$ cat config.mk
export PLATFORM = sky130hd
export DESIGN_NAME = fp_to_int
export DESIGN_NICKNAME = d
export VERILOG_FILES = /design/src/rtl/fp_to_int.sv
export SDC_FILE = /design/constraint.sdc
export NUM_CORES = 1
export LEC_CHECK = 0
export CORE_MARGIN = 1
export CORE_UTILIZATION = 35
export DETAILED_ROUTE_END_ITERATION = 6
export SLEW_MARGIN = 5
export SYNTH_ARGS = -nofsm -noshare
export SYNTH_HDL_FRONTEND = slang
export SYNTH_SLANG_ARGS = --single-unit
export TNS_END_PERCENT = 20
$ cat constraint.sdc
create_clock -name clk -period 3.4 [get_ports clk]
set_clock_uncertainty 0.1 [all_clocks]
set_input_delay 0.68 -clock clk [delete_from_list [all_inputs] [get_ports clk]]
set_output_delay 0.68 -clock clk [all_outputs]
set_load 0.01 [all_outputs]
$ cat src/rtl/fp_to_int.sv
// fp_to_int: float32 to int32 converter with valid/ready handshakes.
// A one-bit-per-cycle shifter aligns the significand, then one rounding cycle.
module fp_to_int (
    input  logic        clk,
    input  logic        rst_n,
    input  logic        in_valid,
    output logic        in_ready,
    input  logic [31:0] a_in,
    input  logic        rnd_sel,
    output logic        out_valid,
    input  logic        out_ready,
    output logic [31:0] result_out,
    output logic        invalid,
    output logic        inexact
);

    typedef enum logic [1:0] {
        IDLE,
        SHIFT,
        ROUND,
        DONE
    } state_t;

    state_t      r_state;
    logic [31:0] r_mag;
    logic        r_guard;
    logic        r_sticky;
    logic        r_left;
    logic        r_sign;
    logic        r_rne;
    logic [4:0]  r_cnt;
    logic [31:0] r_result;
    logic        r_invalid;
    logic        r_inexact;

    logic        w_sign;
    logic [7:0]  w_exp;
    logic [22:0] w_frac;
    logic        w_frac_nz;
    logic        w_rnd_up;
    logic [31:0] w_mag_rnd;

    assign w_sign    = a_in[31];
    assign w_exp     = a_in[30:23];
    assign w_frac    = a_in[22:0];
    assign w_frac_nz = |w_frac;

    assign w_rnd_up  = r_rne && r_guard && (r_sticky || r_mag[0]);
    assign w_mag_rnd = r_mag + {31'b0, w_rnd_up};

    assign in_ready   = (r_state == IDLE);
    assign out_valid  = (r_state == DONE);
    assign result_out = r_result;
    assign invalid    = r_invalid;
    assign inexact    = r_inexact;

    always_ff @(posedge clk or negedge rst_n) begin
        if (!rst_n) begin
            r_state   <= IDLE;
            r_mag     <= 32'd0;
            r_guard   <= 1'b0;
            r_sticky  <= 1'b0;
            r_left    <= 1'b0;
            r_sign    <= 1'b0;
            r_rne     <= 1'b0;
            r_cnt     <= 5'd0;
            r_result  <= 32'd0;
            r_invalid <= 1'b0;
            r_inexact <= 1'b0;
        end else begin
            unique case (r_state)
                IDLE: begin
                    if (in_valid) begin
                        r_sign   <= w_sign;
                        r_rne    <= rnd_sel;
                        r_mag    <= 32'd0;
                        r_guard  <= 1'b0;
                        r_sticky <= 1'b0;
                        r_left   <= 1'b0;
                        r_cnt    <= 5'd0;
                        if (w_exp == 8'hFF && w_frac_nz) begin
                            r_result  <= 32'h7FFF_FFFF;
                            r_invalid <= 1'b1;
                            r_inexact <= 1'b0;
                            r_state   <= DONE;
                        end else if (w_exp >= 8'd158) begin
                            r_result  <= w_sign ? 32'h8000_0000
                                                : 32'h7FFF_FFFF;
                            r_invalid <= !(w_sign && w_exp == 8'd158
                                           && !w_frac_nz);
                            r_inexact <= 1'b0;
                            r_state   <= DONE;
                        end else if (w_exp == 8'd0) begin
                            r_result  <= 32'd0;
                            r_invalid <= 1'b0;
                            r_inexact <= w_frac_nz;
                            r_state   <= DONE;
                        end else if (w_exp <= 8'd125) begin
                            r_sticky <= 1'b1;
                            r_state  <= ROUND;
                        end else if (w_exp == 8'd126) begin
                            r_guard  <= 1'b1;
                            r_sticky <= w_frac_nz;
                            r_state  <= ROUND;
                        end else begin
                            r_mag <= {8'b0, 1'b1, w_frac};
                            // 150-E and E-150 taken mod 32; both fit in 5 bits
                            if (w_exp < 8'd150) begin
                                r_cnt   <= 5'd22 - w_exp[4:0];
                                r_state <= SHIFT;
                            end else if (w_exp > 8'd150) begin
                                r_cnt   <= w_exp[4:0] - 5'd22;
                                r_left  <= 1'b1;
                                r_state <= SHIFT;
                            end else begin
                                r_state <= ROUND;
                            end
                        end
                    end
                end
                SHIFT: begin
                    if (r_left) begin
                        r_mag <= r_mag << 1;
                    end else begin
                        r_mag    <= r_mag >> 1;
                        r_guard  <= r_mag[0];
                        r_sticky <= r_sticky | r_guard;
                    end
                    r_cnt <= r_cnt - 5'd1;
                    if (r_cnt == 5'd1) begin
                        r_state <= ROUND;
                    end
                end
                ROUND: begin
                    r_result  <= r_sign ? (32'd0 - w_mag_rnd) : w_mag_rnd;
                    r_invalid <= 1'b0;
                    r_inexact <= r_guard | r_sticky;
                    r_state   <= DONE;
                end
                DONE: begin
                    if (out_ready) begin
                        r_state <= IDLE;
                    end
                end
            endcase
        end
    end

endmodule

==> results of run 1 <==
==> worst max path at each step <==
stage / start / to / slack (ns)
3_5_place_dp: r_sticky / result_out[25] / 0.005
3_3_place_gp: r_sticky / result_out[28] / 0.11
6_report: r_guard / result_out[24] / 0.10
2_1_floorplan: r_mag[0] / result_out[25] / 0.03
5_1_grt: r_sticky / result_out[28] / -0.09
4_1_cts: r_sticky / result_out[25] / 0.004
==> state kept, by name, indices dropped and copies added, names as in the netlist <==
name        cells
r_sticky        1
r_cnt           5
result_out     32
r_left          1
r_rne           1
r_sign          1
r_state         2
inexact         1
r_guard         1
invalid         1
r_mag          32
==> cell usage after synthesis (all sizes together) (3+ instances only) <==
cell    number
nand4       22
or3          8
xor2        22
nor3b        5
or2          3
nand3b       3
nor2       122
ha          16
a21o         6
mux2         5
clkbuf      45
nor3        18
buf         16
nor4        16
nand3       35
and3        14
dfrtp       78
nor4b        3
nand2       57
inv         14
a21oi       86
a221oi       7
o31ai        7
mux2i       35
and2         4
and4         6
a31oi        9
o41ai        3
a211oi       8
o211ai       4
a21boi       3
o21ai       44
xnor2       36
or4          5
==> worst reg2reg max path: stages (launching register included) <==
cell and delay [ns]:
dfrtp_1 0.40, o211a_1 0.19, ha_2 0.22, ha_1 0.21, nand3_2 0.17, or4_1 0.58, or4_1 0.57, a21oi_2 0.18
a31oi_1 0.11, xnor2_1 0.15, a221oi_1 0.30
==> power by group <==
part | internal [µW] | leakage, µW | switching, µW
clock network | 579 | 0.000148 | 378
logic | 1960 | 0.00196 | 2420
registers | 1390 | 0.000943 | 495
total | 3930 | 0.00305 | 3290
==> through the flow <==
stage	instances	total power [µW]
floorplan	787	4670
global placement	1086	6160
CTS	1101	7200
global route	1101	7840
finish	1101	7220
detailed placement	1086	6210
==> final cells by class <==
class / count / share of cell area [%]
Clock buffer: 10 / 3.08
Multi-Input combinational cell: 632 / 51.2
Timing Repair Buffer: 135 / 15.5
Tap cell: 225 / 3.62
Clock inverter: 5 / 0.644
Sequential cell: 78 / 25.1
Inverter: 16 / 0.773
==> cells by family after synthesis <==
| family | count (synthesis) | synth area share [%] |
|---|---|---|
| and+or+nand+nor | 324 | 26.3 |
| AOI/OAI and AO/OA | 194 | 19.0 |
| DFF | 78 | 31.7 |
| buffers and inverters | 77 | 4.92 |
| xor gates and xnor gates | 58 | 8.25 |
| muxes | 40 | 6.60 |
| adders and majority gates | 16 | 3.25 |
==> per-layer routing <==
metal / global-route usage [%] / up-vias / share of wire, %
met3: 2.93 / 20 / 3.9
met1: 28.2 / 2817 / 50
li1: - / 2996 / -
met2: 30.0 / 144 / 44
met4: 7.68 / 0 / 2.1
met5: 0 / - / 0
==> what timing repair did <==
action | CTS | global route
hold buffers | 0 | 0
setup endpoints to repair | 0 | 11
resized for setup | 0 | 10
==> cells in the final DEF (no fill, tap or decap), types with 7 or more instances in the layout <==
master	instances
ha_1	15
xor2_1	22
nand3_1	32
or3_1	7
mux2i_1	35
inv_1	14
o21ai_0	39
buf_4	63
dfrtp_1	78
clkdlybuf4s50_1	71
a211oi_1	8
nand4_1	20
and3_1	14
clkbuf_16	9
nor2_1	122
nand2_1	57
nor3_1	18
nor4_1	11
a31oi_1	9
a21oi_1	85
xnor2_1	35
==> flow_summary.json, run 1 <==
{
  "status": "complete, no violations",
  "synth_area_leader_cell": "dfrtp_1",
  "area.growth.synth_to_final_pct": 26.1,
  "antenna_found_initial": 0,
  "drv_cap": 0,
  "hold_path_class": "in2async",
  "ios": 73,
  "required_ns": 3.54,
  "cp_cell_sequence": "o211a_1 -> ha_2 -> ha_1 -> nand3_2 -> or4_1 -> or4_1 -> a21oi_2 -> a31oi_1 -> xnor2_1 -> a221oi_1",
  "worst_pin_slew_ns": 1.02,
  "max-vdd-ir-drop_v": 0.000321,
  "timing.rr.start": "r_guard",
  "gp_congestion": 0.850,
  "gr-total-overflow": 0,
  "place_ws_ns": 0.00548,
  "fin_nets": 925,
  "cts_max_path_buffers": 2,
  "ant_nets": 0,
  "final.setup.worst_slack_ns": 0.104,
  "crit_cells": 10,
  "grt_pass1_vias": 5506,
  "cp_top_family": "simple AND/OR/NAND/NOR gates",
  "min_period_ns": 3.30,
  "clk_latency_ns": 0.35,
  "rows": 48,
  "p_per_area_nw_per_um2": 929,
  "grt_max_degree": 65,
  "whs_ns": 0.311,
  "avgSynthCellArea_um2": 7.83,
  "syn-num-nets": 840,
  "htree_levels": 3,
  "wl_um": 17300,
  "antennaDiodeCount": 0,
  "synthCells": 787,
  "startpoint_type": "register",
  "leakage_uw": 0.00305,
  "cts_root_buffer": "clkbuf_16",
  "grt_pass1_wl_um": 28400,
  "synthArstFlopShare_pct": 100,
  "multi_input_area_um2": 3980,
  "portBuffers": 72,
  "setup_violations": 0,
  "clk_pin_slew_ns": 0.06,
  "synth_edf_count": 0,
  "die_x_um": 135,
  "synth_top_area_share_pct": 31.7,
  "synth.area.top_cells": "dfrtp_1 32%, nor2_1 7.4%, a21oi_1 7.0%",
  "rsz0062_at_grt": "yes",
  "cts_setup_buffers": 0,
  "slew-limit-headroom_pct": 32.0,
  "setup_tns_ns": 0,
  "r2r-end": "result_out[24]",
  "cp_data_arrival_time_ns": 3.43,
  "fin_util_pct": 45.1,
  "crit_buf_inv": 0,
  "grt.total_usage_pct": 19.8,
  "core_um2": 17200,
  "hpwl_um": 13000,
  "final_hold_viol_count": 0,
  "cts_buffers": 9,
  "yosysSeqAreaShare_pct": 31.7,
  "ys_warn_count": 0,
  "wl_per_cell_um": 15.7,
  "fmax_ghz": 0.303,
  "r2r_slack_ns": 0.10,
  "layout-drive-gt1-share_pct": 12.9,
  "fin_area_um2": 7770,
  "crit_type": "reg2reg",
  "synth.distinct_cells": 61,
  "synth-main-ff-cell": "dfrtp_1",
  "drt_iter0_drc": 490,
  "drcViolationCount": 0,
  "via_count": 5977,
  "drt_pass1_iterations": 7,
  "yosys_register_bits": 78,
  "slowest_stage": "or4_1",
  "die-area_um2": 18100,
  "die_h_um": 135,
  "crit_fanout": 6,
  "crit_path_end_kind": "register",
  "cts_tree": "done",
  "cpMostUsedCell": "or4_1",
  "fin_crit_sh_pct": 96.9,
  "slowest_delay_ns": 0.58,
  "cts_sinks": 78,
  "dpl_cell_area_um2": 7420,
  "r2r_cells": 10,
  "synth_area_um2": 6160,
  "seqCellArea_um2": 1950,
  "start_util_pct": 35.7,
  "fill_cells": 1773,
  "finalMaxSlewViolations": 0,
  "post_drt_via_cell_ratio": 5.43
}
(Power assumes the default switching activity.)
==> run 2: changes to the inputs <==
--- a/config.mk
+++ b/config.mk
@@ -5,9 +5,11 @@
 export SDC_FILE = /design/constraint.sdc
 export NUM_CORES = 1
 export LEC_CHECK = 0
+export ABC_CLOCK_PERIOD_IN_PS = 3580
 export CORE_MARGIN = 1
 export CORE_UTILIZATION = 35
 export DETAILED_ROUTE_END_ITERATION = 6
+export SETUP_SLACK_MARGIN = 0.2
 export SLEW_MARGIN = 5
 export SYNTH_ARGS = -nofsm -noshare
 export SYNTH_HDL_FRONTEND = slang
==> constraint.sdc (replaced) <==
create_clock -name clk -period 3.58 [get_ports clk]
set_clock_uncertainty 0.1 [all_clocks]
set_input_delay 0.716 -clock clk [delete_from_list [all_inputs] [get_ports clk]]
set_output_delay 0.716 -clock clk [all_outputs]
set_load 0.01 [all_outputs]
==> flow_summary.json, run 2 (synthesis gave the netlist of run 1 again) <==
{
  "seqCellArea_um2": 1950,
  "hold_path_class": "reg2reg",
  "die_x_um": 135,
  "slew-limit-headroom_pct": 30.9,
  "die_h_um": 135,
  "htree_levels": 3,
  "clk_latency_ns": 0.35,
  "layout_commonest_cell": "nor2_1",
  "layout-drive-gt1-share_pct": 13.6,
  "core_um2": 17200,
  "crit_fanout": 10,
  "status": "complete, no violations",
  "final.setup.worst_slack_ns": 0.330,
  "rows": 48,
  "min_period_ns": 3.25,
  "finalMaxSlewViolations": 0,
  "crit_type": "reg2reg",
  "fill_cells": 1728,
  "slowest_stage": "dfrtp_1",
  "grt_max_degree": 79,
  "drt_pass1_iterations": 5,
  "antenna_found_initial": 0,
  "rsz0062_at_grt": "yes",
  "fin_nets": 918,
  "drv_cap": 0,
  "drcViolationCount": 0,
  "ant_nets": 0,
  "layout_common_cells": "122 x nor2_1, 85 x a21oi_1, 78 x dfrtp_1, 71 x clkdlybuf4s50_1, 57 x nand2_1",
  "wl_per_cell_um": 15.8,
  "antennaDiodeCount": 0,
  "final_hold_viol_count": 0,
  "required_ns": 3.73,
  "r2r_slack_ns": 0.33,
  "grt_pass1_wl_um": 28400,
  "setup_violations": 0,
  "grt.total_usage_pct": 19.7,
  "fin_util_pct": 45.6,
  "cp_cell_sequence": "o211a_1 -> ha_4 -> and4_2 -> a2111o_1 -> nand3_1 -> nand4_1 -> buf_4 -> or3_1 -> o31ai_1 -> xnor2_1 -> a211oi_1",
  "startpoint_type": "register",
  "portBuffers": 72,
  "start_util_pct": 35.7,
  "slowest_delay_ns": 0.42,
  "cts_max_path_buffers": 2,
  "cts_tree": "done",
  "drt_iter0_drc": 336,
  "setup_tns_ns": 0,
  "via_count": 5948,
  "die-area_um2": 18100,
  "hpwl_um": 12600,
  "place_ws_ns": 0.0364,
  "multi_input_area_um2": 4070,
  "fin_crit_sh_pct": 90.8,
  "clk_pin_slew_ns": 0.06,
  "cts_root_buffer": "clkbuf_16",
  "grt_pass1_vias": 5433,
  "max-vdd-ir-drop_v": 0.000357,
  "crit_path_end_kind": "register",
  "post_drt_via_cell_ratio": 5.43,
  "cts-hold-fix-buffers": 0,
  "area.growth.synth_to_final_pct": 27.5,
  "leakage_uw": 0.00307,
  "total_power_uw": 6970,
  "p_per_area_nw_per_um2": 888,
  "gr-total-overflow": 0,
  "wl_um": 17300,
  "cts_sinks": 78,
  "cp_data_arrival_time_ns": 3.40,
  "cts_buffers": 9,
  "ios": 73,
  "gp_congestion": 0.855,
  "fmax_ghz": 0.308,
  "worst_pin_slew_ns": 1.04
}
-- run 2: cell count changes in the layout (fill, tap and decap cells not counted), sizes merged --
cell	previous run	this run
buf	64	57
clkbuf	10	13
clkinv	6	4
-- run 2: final cells by class --
class                   instances  area share, %
clock buffers                  13           3.57
clock inverters                 3          0.510
inverters                      16          0.765
multi-input cells             632           51.9
flip-flops and latches         78           24.9
well taps                     225           3.59
repair buffers                128           14.8
-- run 2: power by group --
part / total [µW] / switching [µW] / internal, µW
clock: 976 / 362 / 614
combinational: 4200 / 2330 / 1870
sequential: 1800 / 485 / 1320
total: 6970 / 3170 / 3800
-- run 2: worst paths after layout --
path | start | to | cells after the start
setup reg to reg | r_mag[0] | result_out[18] | 11
hold / removal | result_out[11] | result_out[11] | 2
max in group asynchronous | rst_n | result_out[14] | 1
min in group asynchronous | rst_n | r_state[1] | 1
hold reg to reg | result_out[11] | result_out[11] | 2
setup / recovery | r_mag[0] | result_out[18] | 11
-- run 2: repair_timing --
item,4_1_cts,5_1_grt
pin swaps,0,5
gates cloned,0,0
setup buffers,0,7
gates resized for setup,7,19
setup endpoints to repair,12,18
-- run 2: per-layer routing --
metal / global-route usage, % / vias to the layer above / routed length, µm
li1: - / 2982 / -
met1: 28.2 / 2817 / 8630
met2: 30.6 / 133 / 7790
met3: 2.55 / 16 / 631
met4: 6.62 / 0 / 282
met5: 0 / - / 0
-- run 2: worst max-delay path, delay by kind of cell, from the launching register on --
family          cells  cell delay, ns
simple gates        4            0.95
fa+ha+maj           1            0.18
buf+inv             1            0.17
xor+xnor            1            0.12
flops               1            0.42
compound gates      4            1.19
-- run 2: stage by stage --
step                area, µm²  instances  hold slack [ns]
floorplan                6170        787            0.320
global placement         7330       1072            0.378
detailed placement       7330       1072            0.390
CTS                      7690       1088            0.403
global route             7850       1095            0.430
finish                   7850       1095            0.398
==> RTL edit 1: new RTL, settings of run 2 <==
Re-encode `state_t` (4 states) as one-hot, 4 bits wide.
--- a/src/rtl/fp_to_int.sv
+++ b/src/rtl/fp_to_int.sv
@@ -15,9 +15,9 @@
 );
 
-    typedef enum logic [1:0] {
-        IDLE,
-        SHIFT,
-        ROUND,
-        DONE
+    typedef enum logic [3:0] {
+        IDLE  = 4'b0001,
+        SHIFT = 4'b0010,
+        ROUND = 4'b0100,
+        DONE  = 4'b1000
     } state_t;
 
Behaviour: no difference found for any inputs over 4 cycles, from zero or initial values and one cycle with rst_n low; so few cycles prove little.
==> RTL edit 1 against run 2 <==
  * Die area down 4.7%
  * Total power down 3.4%
  * Synthesized cell count down 13%
  * Worst setup slack worse by 180 ps
  * Utilization up 1.1 points
  * Area after synthesis down 4.7%
  * Largest cell class unchanged
  * Highest routed layer unchanged
  * Wire length down 5.0%
  * Critical endpoint is now result_out[23]
  * Hold slack worse by 4.2 ps
  * Critical path depth up 1
  * Final area down 4.2%
  * Sequential cell count up 2
==> RTL edit 1: results (changes against run 2) <==
Timing
  – Setup slack after layout: 154 ps (-176 ps)
  – Fin. Hold Viols: 0 (unchanged)
  – Slew @ Worst Pin: 1140 ps (+107 ps)

Placed design
  – Placed Cells incl. Taps: 954 (-11%)
  – Dpl cell area: 6950 µm² (-5.3%)
  – Final GP Congestion: 0.839 (-1.8%)
  – Setup WS pre-CTS: -0.970 ps (-37.4 ps)
  – IO buf count: 72 (unchanged)
  – Hpwl dp: 12100 µm (-4.5%)

Global routing
  – First-pass GRT wire length: 27100 µm (-4.6%)
  – Largest net degree at the start of global routing: 81 (+2.5%)
  – Number of global-route vias before repair: 5158 (-5.1%)
  – GR Util All Layers: 19.3% (-0.39 points)

Run status
  – Run status: completed

Power and ir drop
  – Pwr Density: 895 nW/µm² (+0.80%)
  – Worst IR drop on VDD: 0.316 mV (-11%)
  – Static leakage: 2.91 nW (-5.1%)

Synthesis
  – Commonest cells post-synth: dfrtp_1 (79), nand2_1 (65), nand3_1 (57)
  – Compound-Gate Fraction of Synth Area: 21.2% (+2.3 points)
  – XOR/XNOR share of the synthesized area: 7.91% (-0.34 points)
  – Post-synthesis mux area share: 5.67% (-0.93 points)
  – Cell variety after synth: 67 (+9.8%)
  – Area contributors post-synth: dfrtp_1 (34%), xnor2_1 (5.4%), mux2i_1 (5.3%), nand3_1 (4.9%), nand2_1 (4.2%)
  – Adder-Cell Fraction of Synth Area: 2.56% (-0.69 points)
  – Post-synthesis async set-or-reset flop share: 100% (unchanged)
  – Syn nets: 733 (-13%)
  – Sequential element share of the synthesized area: 34.1% (+2.4 points)
  – Syn_area_per_cell: 8.58 µm² (+9.6%)

Layout
  – Final std cells w/o fill: 985 (-10%)
  – Layout cell share with drive strength beyond 1: 14.3% (+0.74 points)
  – Fillers: 1540 (-11%)
  – Diode count: 0 (unchanged)
  – Nets: 813 (-11%)

Detailed routing
  – DR pass1 iterations: 5 (unchanged)
  – Wire per inst: 16.7 µm (+5.6%)
  – DRT iter0 DRCs: 445 (+32%)
  – Via count: 5573 (-6.3%)

Worst hold path
  – Min-delay src: result_out[22]
  – Worst Hold Class: reg -> reg

Critical path
  – R2R Path Start: r_sticky
  – Crit path max fanout: 6 (-4)
  – Worst path slowest cell: or4_4
  – Crit path kind: reg -> reg
  – Delay-heaviest family, CP: simple AND/OR/NAND/NOR gates
  – Slowest Stage Delay on Critical Path: 440 ps (+20 ps)
  – Worst EP arrival: 3530 ps (+130 ps)

Clock network
  – Clk Tree Root Cell: clkbuf_16
  – Clock Latency Late Sink: 350 ps (about the same)
  – Post-CTS sizing: 14 (+7)
  – Cts bufs inserted: 9 (unchanged)
  – CTS clock-pin slew for the worst setup and hold paths: 60 ps (about the same)
  – Setup Buffers After CTS: 2 (+2)
==> RTL edit 1: final timing paths <==
kind	endpoint	slack, ps	cells after the start
max	result_out[23]	150	12
min	result_out[22]	390	2
max reg2reg	result_out[23]	150	12
min reg2reg	result_out[22]	390	2
max in group asynchronous	result_out[27]	2260	1
min in group asynchronous	r_mag[6]	440	1
==> RTL edit 1: layer usage <==
metal  up-vias  global-route usage [%]  wire length, µm
li1       2705                       -                -
met1      2705                    27.7             8060
met2       145                    29.5             7370
met3        18                    2.82              775
met4         0                    6.85              258
met5         -                       0                0
==> RTL edit 1: final cells by class <==
type                    count  area share [%]
repair buffers            124            15.1
clock inverters             5           0.749
clock buffers              11            3.23
multi-input cells         532            49.8
flip-flops and latches     80            26.6
well taps                 216            3.59
inverters                  17           0.848
==> RTL edit 1: power breakdown <==
part           total, mW  internal, mW  switching [mW]  leakage (nW)
combinational       3.91          1.93            1.98          1.75
clock              0.935         0.558           0.378         0.145
sequential          1.89          1.31           0.579          1.02
==> RTL edit 2: new RTL, config.mk and constraints of run 2 <==
Made on the original files. Reset style: synchronous (`rst_n`), changed in one clocked block.
--- a/src/rtl/fp_to_int.sv
+++ b/src/rtl/fp_to_int.sv
@@ -55,5 +55,5 @@
     assign inexact    = r_inexact;
 
-    always_ff @(posedge clk or negedge rst_n) begin
+    always_ff @(posedge clk) begin
         if (!rst_n) begin
             r_state   <= IDLE;
Check against the original RTL: differs if rst_n is asserted again (counterexample within 4 cycles, from zero or initial values and one cycle with rst_n low); with rst_n held inactive, the same outputs for 4 cycles.
==> RTL edit 2 against run 2 <==
  * Combinational power is 30% lower
  * Sequential cell count stayed put
  * Total power is 21% lower
  * Die area is 0.18% lower
  * Hold slack worse by 43 ps
  * Utilization is 1.3 points lower
  * Largest cell class unchanged
  * Worst setup slack worse by 23 ps
  * Critical endpoint is now result_out[25]
  * Area after synthesis is 0.18% lower
  * Final area is 2.9% lower
  * Wire length is 0.12% higher
==> RTL edit 2: results (changes against run 2) <==
Run status
  – Run status: completed

Placed design
  – Hpwl dp: 12600 µm (-0.55%)
  – Final GP Congestion: 0.826 (-3.3%)
  – Setup WS pre-CTS: 77.2 ps (+40.8 ps)

Detailed routing
  – DRT iter0 DRCs: 406 (+21%)
  – Avg Vias per Cell: 5.44 (about the same)

Critical path
  – Worst r2r path cells: 12 (+1)
  – Worst path slowest cell: a211o_1
  – Slowest Stage Delay on Critical Path: 390 ps (-30 ps)
  – Crit path max fanout: 6 (-4)
  – Reg2reg setup slack: 310 ps (-20 ps)
  – R2R Path Start: r_mag[0]

Layout
  – Nets: 908 (-1.1%)
  – Fillers: 1726 (-0.12%)
  – Layout cell share with drive strength beyond 1: 15.9% (+2.4 points)

Synthesis
  – Post-synthesis mux area share: 5.64% (-0.96 points)
  – XOR/XNOR share of the synthesized area: 7.69% (-0.55 points)
  – Sequential element share of the synthesized area: 25.4% (-6.3 points)
  – Syn nets: 847 (+0.83%)
  – Area contributors post-synth: dfxtp_1 (25%), o21ai_0 (6.2%), xnor2_1 (5.8%), nor2_1 (4.7%), nand2_1 (3.9%)
  – Synth Flop Type: dfxtp_1
  – Cell variety after synth: 76 (+25%)

Power and ir drop
  – Static leakage: 2.82 nW (-8.1%)
  – Worst IR drop on VDD: 0.297 mV (-17%)

Global routing
  – GR Util All Layers: 19.4% (-0.31 points)
  – Largest net degree at the start of global routing: 43 (-46%)
  – First-pass GRT wire length: 27900 µm (-1.9%)
  – Number of global-route vias before repair: 5376 (-1.0%)

Timing
  – Period minus WS final: 3270 ps (+23.4 ps)
==> RTL edit 2: changes by cell type in the layout (fill, tap and decap cells not counted), sizes merged, moves of 21 or more <==
cell	run 2	this run
o21ai	44	77
nor3b	5	26
dfrtp	78	0
a21oi	86	38
dfxtp	0	78
mux2i	35	11
nor2	122	79
==> RTL edit 2: critical path, delay by kind of cell, from the launching register on <==
family | cells | cell delay (ps)
fa+ha+maj | 2 | 370
flops | 1 | 310
buf+inv | 1 | 120
xor+xnor | 1 | 110
compound gates | 4 | 1140
simple gates | 4 | 1000
==> RTL edit 2: how the worst min path moves through the flow <==
stage	endpoint
3_5_place_dp	r_sticky
4_1_cts	r_sticky
3_3_place_gp	r_sticky
2_1_floorplan	r_sticky
6_report	r_sticky
5_1_grt	r_sticky
==> RTL edit 2: stage by stage <==
stage / utilization [%] / power (mW) / cells / hold slack [ps] / cell area, µm²
CTS: 43.6 / 5.40 / 1081 / 361 / 7510
detailed placement: 41.4 / 4.25 / 1064 / 352 / 7130
global placement: 41.4 / 4.22 / 1064 / 352 / 7130
floorplan: - / 3.38 / 794 / 333 / 6150
global route: 44.2 / 5.90 / 1085 / 375 / 7620
finish: 44.2 / 5.48 / 1085 / 355 / 7620
==> RTL edit 2: repair_timing <==
action                                  4_1_cts  5_1_grt
pin swaps                                     2       11
cloned                                        0        0
buffers inserted                              1        4
endpoints found under the setup margin        5        8
resized for setup                             4       17
==> RTL edit 2: area by class of cell <==
type | instances | area share [%]
timing repair buffer | 123 | 14.6
inverter | 19 | 0.936
clock inverter | 6 | 1.51
multi-input combinational | 624 | 55.6
clock buffer | 10 | 3.14
sequential | 78 | 20.5
tap | 225 | 3.69
==> RTL edit 2: logic make-up (layout without fill, tap and decap cells) <==
family                     count (synthesis)  after routing
and+or+nand+nor                          303            303
AOI/OAI and AO/OA                        219            219
buffers and inverters                     92            158
DFF                                       78             78
xor gates and xnor gates                  54             54
muxes                                     32             32
adders and majority gates                 16             16
==> RTL edit 2: per-layer routing <==
layer	vias up	wire (µm)	track usage (%)
met3	16	924	3.00
met5	-	0	0
met2	150	7370	28.7
met1	2715	8760	28.3
met4	0	297	6.87
li1	3018	-	-
==> RTL edit 2: report_power, final <==
| part | internal [mW] | switching [mW] |
|---|---|---|
| registers | 1.14 | 0.311 |
| clock network | 0.705 | 0.383 |
| logic | 1.29 | 1.65 |
| total | 3.13 | 2.35 |
